`src/rtl/barramento_pkg.sv`:
```
// Shared types and constants for the six-port bus arbiter (pilha, memoria, temp1, temp2, ula, uc).
package barramento_pkg;

    localparam int N_PORTAS = 6;
    localparam int LARG_IDX = 3;
    localparam int UC_IDX   = 5;

    localparam logic [1:0] CTRL_IDLE = 2'b00;
    localparam logic [1:0] CTRL_LER  = 2'b01;
    localparam logic [1:0] CTRL_ESCR = 2'b10;

    typedef enum logic [2:0] {
        ST_IDLE  = 3'd0,
        ST_SETUP = 3'd1,
        ST_XFER  = 3'd2,
        ST_DONE  = 3'd3,
        ST_ERR   = 3'd4
    } estado_t;

    // A target is usable when it names an existing port other than the source itself.
    function automatic logic dest_valido(input logic [LARG_IDX-1:0] dst,
                                         input logic [LARG_IDX-1:0] src,
                                         input int                  n_portas);
        return (int'(dst) < n_portas) && (dst != src);
    endfunction

endpackage

```
`src/rtl/rr_seletor.sv`:
```
// Combinational round-robin winner search; the search starts at the port after ptr and wraps.
module rr_seletor #(
    parameter int N_PORTAS = barramento_pkg::N_PORTAS,
    parameter int LARG_IDX = barramento_pkg::LARG_IDX
) (
    input  logic [N_PORTAS-1:0] req,
    input  logic [LARG_IDX-1:0] ptr,
    output logic [N_PORTAS-1:0] sel,
    output logic [LARG_IDX-1:0] idx
);

    logic [LARG_IDX-1:0] cand_s;
    logic                achou_s;

    // Walk ptr+1, ptr+2, ... modulo N_PORTAS and keep the first requester found.
    always_comb begin
        sel     = '0;
        idx     = '0;
        cand_s  = '0;
        achou_s = 1'b0;
        for (int k = 1; k <= N_PORTAS; k++) begin
            cand_s  = LARG_IDX'((int'(ptr) + k) % N_PORTAS);
            idx     = (!achou_s && req[cand_s]) ? cand_s : idx;
            achou_s = achou_s | req[cand_s];
        end
        sel[idx] = achou_s;
    end

endmodule

```
`src/rtl/arbitro_barramento.sv`:
```
// Bus arbiter: one writer and one reader per transfer, sequenced SETUP -> XFER -> DONE.
// Optional build macro ARB_PRIO_UC_EN gives port 5 (uc) absolute priority in IDLE.
module arbitro_barramento #(
    parameter int N_PORTAS = barramento_pkg::N_PORTAS,
    parameter int LARG_IDX = barramento_pkg::LARG_IDX
) (
    input  logic                         clk,
    input  logic                         rst_n,
    input  logic [N_PORTAS-1:0]          req,
    input  logic [N_PORTAS*LARG_IDX-1:0] dest,
    output logic [1:0]                   ctrl_0,
    output logic [1:0]                   ctrl_1,
    output logic [1:0]                   ctrl_2,
    output logic [1:0]                   ctrl_3,
    output logic [1:0]                   ctrl_4,
    output logic [1:0]                   ctrl_5,
    output logic [N_PORTAS-1:0]          gnt,
    output logic [N_PORTAS-1:0]          done,
    output logic [N_PORTAS-1:0]          err,
    output logic                         busy
);
    import barramento_pkg::*;

    estado_t                       estado_r, estado_nx_s;
    logic [LARG_IDX-1:0]           src_r, src_nx_s, dst_r, dst_nx_s, ptr_r, ptr_nx_s;
    logic [N_PORTAS-1:0][1:0]      ctrl_r, ctrl_nx_s;
    logic [N_PORTAS-1:0]           gnt_r, gnt_nx_s, done_r, done_nx_s, err_r, err_nx_s;
    logic                          busy_r, busy_nx_s;
    logic [N_PORTAS-1:0]           rr_sel_s;
    logic [LARG_IDX-1:0]           rr_idx_s, venc_idx_s;
    logic [LARG_IDX-1:0]           dest_arr_s [N_PORTAS];
    logic                          tem_req_s;

    for (genvar g = 0; g < N_PORTAS; g++) begin : g_dest
        assign dest_arr_s[g] = dest[g*LARG_IDX +: LARG_IDX];
    end

    rr_seletor #(.N_PORTAS(N_PORTAS), .LARG_IDX(LARG_IDX)) u_rr_seletor (
        .req (req),
        .ptr (ptr_r),
        .sel (rr_sel_s),
        .idx (rr_idx_s)
    );

    assign tem_req_s = |rr_sel_s;

    // Winner of the IDLE decision; uc pre-empts the rotation only in the priority build.
    always_comb begin
`ifdef ARB_PRIO_UC_EN
        venc_idx_s = req[UC_IDX] ? LARG_IDX'(UC_IDX) : rr_idx_s;
`else
        venc_idx_s = rr_idx_s;
`endif
    end

    // Next state plus the outputs that belong to the state being entered.
    always_comb begin
        estado_nx_s = estado_r;
        src_nx_s    = src_r;
        dst_nx_s    = dst_r;
        ptr_nx_s    = ptr_r;
        case (estado_r)
            ST_IDLE: begin
                if (tem_req_s) begin
                    src_nx_s    = venc_idx_s;
                    dst_nx_s    = dest_arr_s[venc_idx_s];
                    estado_nx_s = dest_valido(dest_arr_s[venc_idx_s], venc_idx_s, N_PORTAS)
                                  ? ST_SETUP : ST_ERR;
                end else begin
                    estado_nx_s = ST_IDLE;
                end
            end
            ST_SETUP: estado_nx_s = ST_XFER;
            ST_XFER:  estado_nx_s = ST_DONE;
            ST_DONE, ST_ERR: begin
                estado_nx_s = ST_IDLE;
`ifdef ARB_PRIO_UC_EN
                ptr_nx_s    = (src_r == LARG_IDX'(UC_IDX)) ? ptr_r : src_r;
`else
                ptr_nx_s    = src_r;
`endif
            end
            default:  estado_nx_s = ST_IDLE;
        endcase

        ctrl_nx_s = '0;
        gnt_nx_s  = '0;
        done_nx_s = '0;
        err_nx_s  = '0;
        busy_nx_s = (estado_nx_s != ST_IDLE);
        case (estado_nx_s)
            ST_SETUP: begin
                ctrl_nx_s[src_nx_s] = CTRL_ESCR;
                gnt_nx_s[src_nx_s]  = 1'b1;
            end
            ST_XFER: begin
                ctrl_nx_s[src_nx_s] = CTRL_ESCR;
                ctrl_nx_s[dst_nx_s] = CTRL_LER;
                gnt_nx_s[src_nx_s]  = 1'b1;
            end
            ST_DONE: done_nx_s[src_nx_s] = 1'b1;
            ST_ERR:  err_nx_s[src_nx_s]  = 1'b1;
            default: ctrl_nx_s = '0;
        endcase
    end

    // State register and the transfer context latched in IDLE.
    always_ff @(posedge clk or negedge rst_n) begin
        if (!rst_n) begin
            estado_r <= ST_IDLE;
            src_r    <= '0;
            dst_r    <= '0;
            ptr_r    <= LARG_IDX'(N_PORTAS - 1);
        end else begin
            estado_r <= estado_nx_s;
            src_r    <= src_nx_s;
            dst_r    <= dst_nx_s;
            ptr_r    <= ptr_nx_s;
        end
    end

    // Output registers; reset drops the bus at once and swallows any pending pulse.
    always_ff @(posedge clk or negedge rst_n) begin
        if (!rst_n) begin
            ctrl_r <= '0;
            gnt_r  <= '0;
            done_r <= '0;
            err_r  <= '0;
            busy_r <= 1'b0;
        end else begin
            ctrl_r <= ctrl_nx_s;
            gnt_r  <= gnt_nx_s;
            done_r <= done_nx_s;
            err_r  <= err_nx_s;
            busy_r <= busy_nx_s;
        end
    end

    assign ctrl_0 = ctrl_r[3'd0];
    assign ctrl_1 = ctrl_r[3'd1];
    assign ctrl_2 = ctrl_r[3'd2];
    assign ctrl_3 = ctrl_r[3'd3];
    assign ctrl_4 = ctrl_r[3'd4];
    assign ctrl_5 = ctrl_r[3'd5];
    assign gnt    = gnt_r;
    assign done   = done_r;
    assign err    = err_r;
    assign busy   = busy_r;

endmodule

```
`config.mk`:
```
export PLATFORM = sky130hd
export DESIGN_NAME = arbitro_barramento
export DESIGN_NICKNAME = d
export VERILOG_FILES = /design/src/rtl/barramento_pkg.sv /design/src/rtl/rr_seletor.sv /design/src/rtl/arbitro_barramento.sv
export SDC_FILE = /design/constraint.sdc
export NUM_CORES = 1
export LEC_CHECK = 0
export BUFFER_PORTS_ARGS = -buffer_cell sky130_fd_sc_hd__buf_2
export CORE_MARGIN = 2
export CORE_UTILIZATION = 61
export DETAILED_ROUTE_END_ITERATION = 10
export PLACE_DENSITY_LB_ADDON = 0.25
export RECOVER_POWER = 100
export SKIP_CTS_REPAIR_TIMING = 1
export SYNTH_ARGS = -nofsm -noshare
export SYNTH_HDL_FRONTEND = slang
export SYNTH_SLANG_ARGS = --single-unit
```
`constraint.sdc`:
```
create_clock -name clk -period 9.7 [get_ports clk]
set_clock_uncertainty 0.05 [all_clocks]
set_input_delay 0.97 -clock clk [delete_from_list [all_inputs] [get_ports clk]]
set_output_delay 0.97 -clock clk [all_outputs]
set_load 0.02 [all_outputs]
```
==> results.ini <==
[synthesis]
yosysWarnings = 0
synth_top_area_share_pct = 32.33
synth_most_common_cell = dfrtp_1
synth_common_cells = 41 x dfrtp_1, 35 x nand2_1, 31 x nor2_1
seq_area_frac_synth_pct = 33.99
ys_ff_latch = 43
netlist_area_mm2 = 0.003173
syn_inst = 356
syn_nets = 395
syn_area_per_cell_um2 = 8.913
ys.flop_type = dfrtp_1
yosys-top-cells-area = dfrtp_1 32%, ha_1 5.1%, nand2_1 4.1%
synth_largest_area_cell = dfrtp_1
synth_cell_types = 78
synthArstFlopShare_pct = 100.0
synth-edff-count = 0

[drt]
via_count = 2976
detail_route.first_pass.iterations = 5
first_iter_violations = 352
drc = 0
wirelength_um = 8076
wl_per_cell_um = 17.00
detail-route-antenna-nets = 0
viasPerCell = 6.265

[clock_tree]
ctsHtreeMaxLevel = 2
clk_latency_ps = 290
clockRootBuffer = clkbuf_8
clock_path_buffers = 2
cts_tree = yes
clk_pin_slew_ps = 70
cts_sinks = 43
numCtsBuffers = 5

[place]
placed_area_mm2 = 0.003463
place_congestion = 0.9348
dp_hpwl_um = 6040
dp_slack_ps = 4016
port_buffers = 56
place_inst = 467

[hold_path]
hold_class = register to register

[global_routing]
grt_overflow = 0
track_usage_pct = 28.74
grt_max_degree = 44
antenna_found_initial = 0
grt_pass1_wl_um = 13730
grt_pass1_vias = 2915

[cells_and_area]
nFillCells = 459
finalInstanceArea_mm2 = 0.003467
num_antenna_cells = 0
finalNonFillerCells = 475
nNetsFinal = 443
layout-drive-gt1-share_pct = 14.32
area_growth_pct = 9.267

[floorplanning]
fp.dieH_um = 76.12
die_w_um = 76.12
rows = 26
coreArea_mm2 = 0.005075
start_util_pct = 62.52
ios = 57
dieArea_mm2 = 0.005794

[sta]
tightest_slew_ps = 2153
drv_slew = 44
tns_ps = 0
fin_crit_sh_pct = 71.68
maxSlewHeadroom_pct = -43.55
rsz0062_at_grt = false
setup_violations = 0
fin_crit_ps = 6953
setup_slack_ps = 2747
hold_violations = 0
fmax_ghz = 0.1438

[flow_run]
drv_cap = 1

[critical_path]
startpoint_type = register
critPathKind = register to register
crit_arrival_ps = 7110
worstPathMaxFanout = 32
cp_data_required_time_ps = 9850
endpoint_kind = register

[run_status]
failed_checks = max-capacitance violations, max-slew violations
status = finished, violations left

[critical path, stage by stage (launching register included)]
cell	delay, ps
dfstp_1	1330
inv_1	540
ha_1	410
xnor2_1	440
ha_1	320
inv_1	70
and3_1	180
a211oi_1	100
o21a_1	240
or3_1	510
o31ai_1	840
nor2_1	200
mux2_2	280
o311ai_0	250
a31o_1	290
nand4_1	100
nand3_1	410
a21oi_1	300
[flip-flops by register name (all words and copies together) (netlist names)]
register  count
ptr_r         3
done          6
ctrl_0        2
ctrl_2        2
dst_r         3
estado_r      3
busy          1
gnt           6
ctrl_1        2
ctrl_4        2
ctrl_3        2
err           6
ctrl_5        2
src_r         3
[routing by layer]
metal / vias up / part of all wire [%] / GRT usage [%]
met5: - / 0 / 0
met4: 0 / 2.0 / 10.00
li1: 1425 / - / -
met1: 1426 / 42 / 36.12
met3: 24 / 5.0 / 3.910
met2: 101 / 51 / 50.98
[through the flow]
stage | util (%) | hold slack [ps]
after floorplan | - | 467.5
after global placement | 68.24 | 498.9
after detailed placement | 68.24 | 501.2
after CTS | 70.22 | 538.0
after global routing | 68.32 | 592.5
final | 68.32 | 537.6
[placed cells by master (no fill, tap or decap), drive strengths merged, types with 7 or more instances in the layout]
| master | n |
|---|---|
| o21ai | 14 |
| nand2 | 35 |
| ha | 13 |
| a22o | 7 |
| clkbuf | 41 |
| a21oi | 26 |
| nand3 | 13 |
| inv | 16 |
| mux2i | 14 |
| a211o | 7 |
| nor2 | 37 |
| buf | 24 |
| dfrtp | 41 |
| nor3 | 10 |
[final cells by class]
| class | instances | area [um^2] | share of cell area, % |
|---|---|---|---|
| Clock buffer | 8 | 100.1 | 2.887 |
| Inverter | 16 | 60.06 | 1.732 |
| Multi-Input combinational cell | 281 | 1897 | 54.71 |
| Sequential cell | 43 | 1079 | 31.11 |
| Tap cell | 70 | 87.58 | 2.526 |
| Timing Repair Buffer | 57 | 244.0 | 7.037 |
[path summary, 6_finish.rpt]
path	slack [ps]	to	start	depth (start not counted)
max	2750	ctrl_5[1]	ptr_r[0]	17
min	540	dst_r[1]	dst_r[1]	1
max reg2reg	2750	ctrl_5[1]	ptr_r[0]	17
min reg2reg	540	dst_r[1]	dst_r[1]	1
max in group asynchronous	7120	dst_r[1]	rst_n	1
min in group asynchronous	1260	busy	rst_n	1
[cells by family (layout without fill, tap and decap cells)]
logic type,Yosys count,after routing,synth area share [%]
AO/OA/AOI/OAI,112,112,26.74
XOR/XNOR,3,3,1.656
adder cells (fa/ha/maj),13,13,5.126
buffers and inverters,32,81,4.574
flip-flops,43,43,33.99
multiplexers,18,18,5.954
AND/OR/NAND/NOR,135,135,21.96
Power is left out: the tool's default activity adds up to more than one toggle a clock period on the data nets, which glitch-free logic cannot reach.
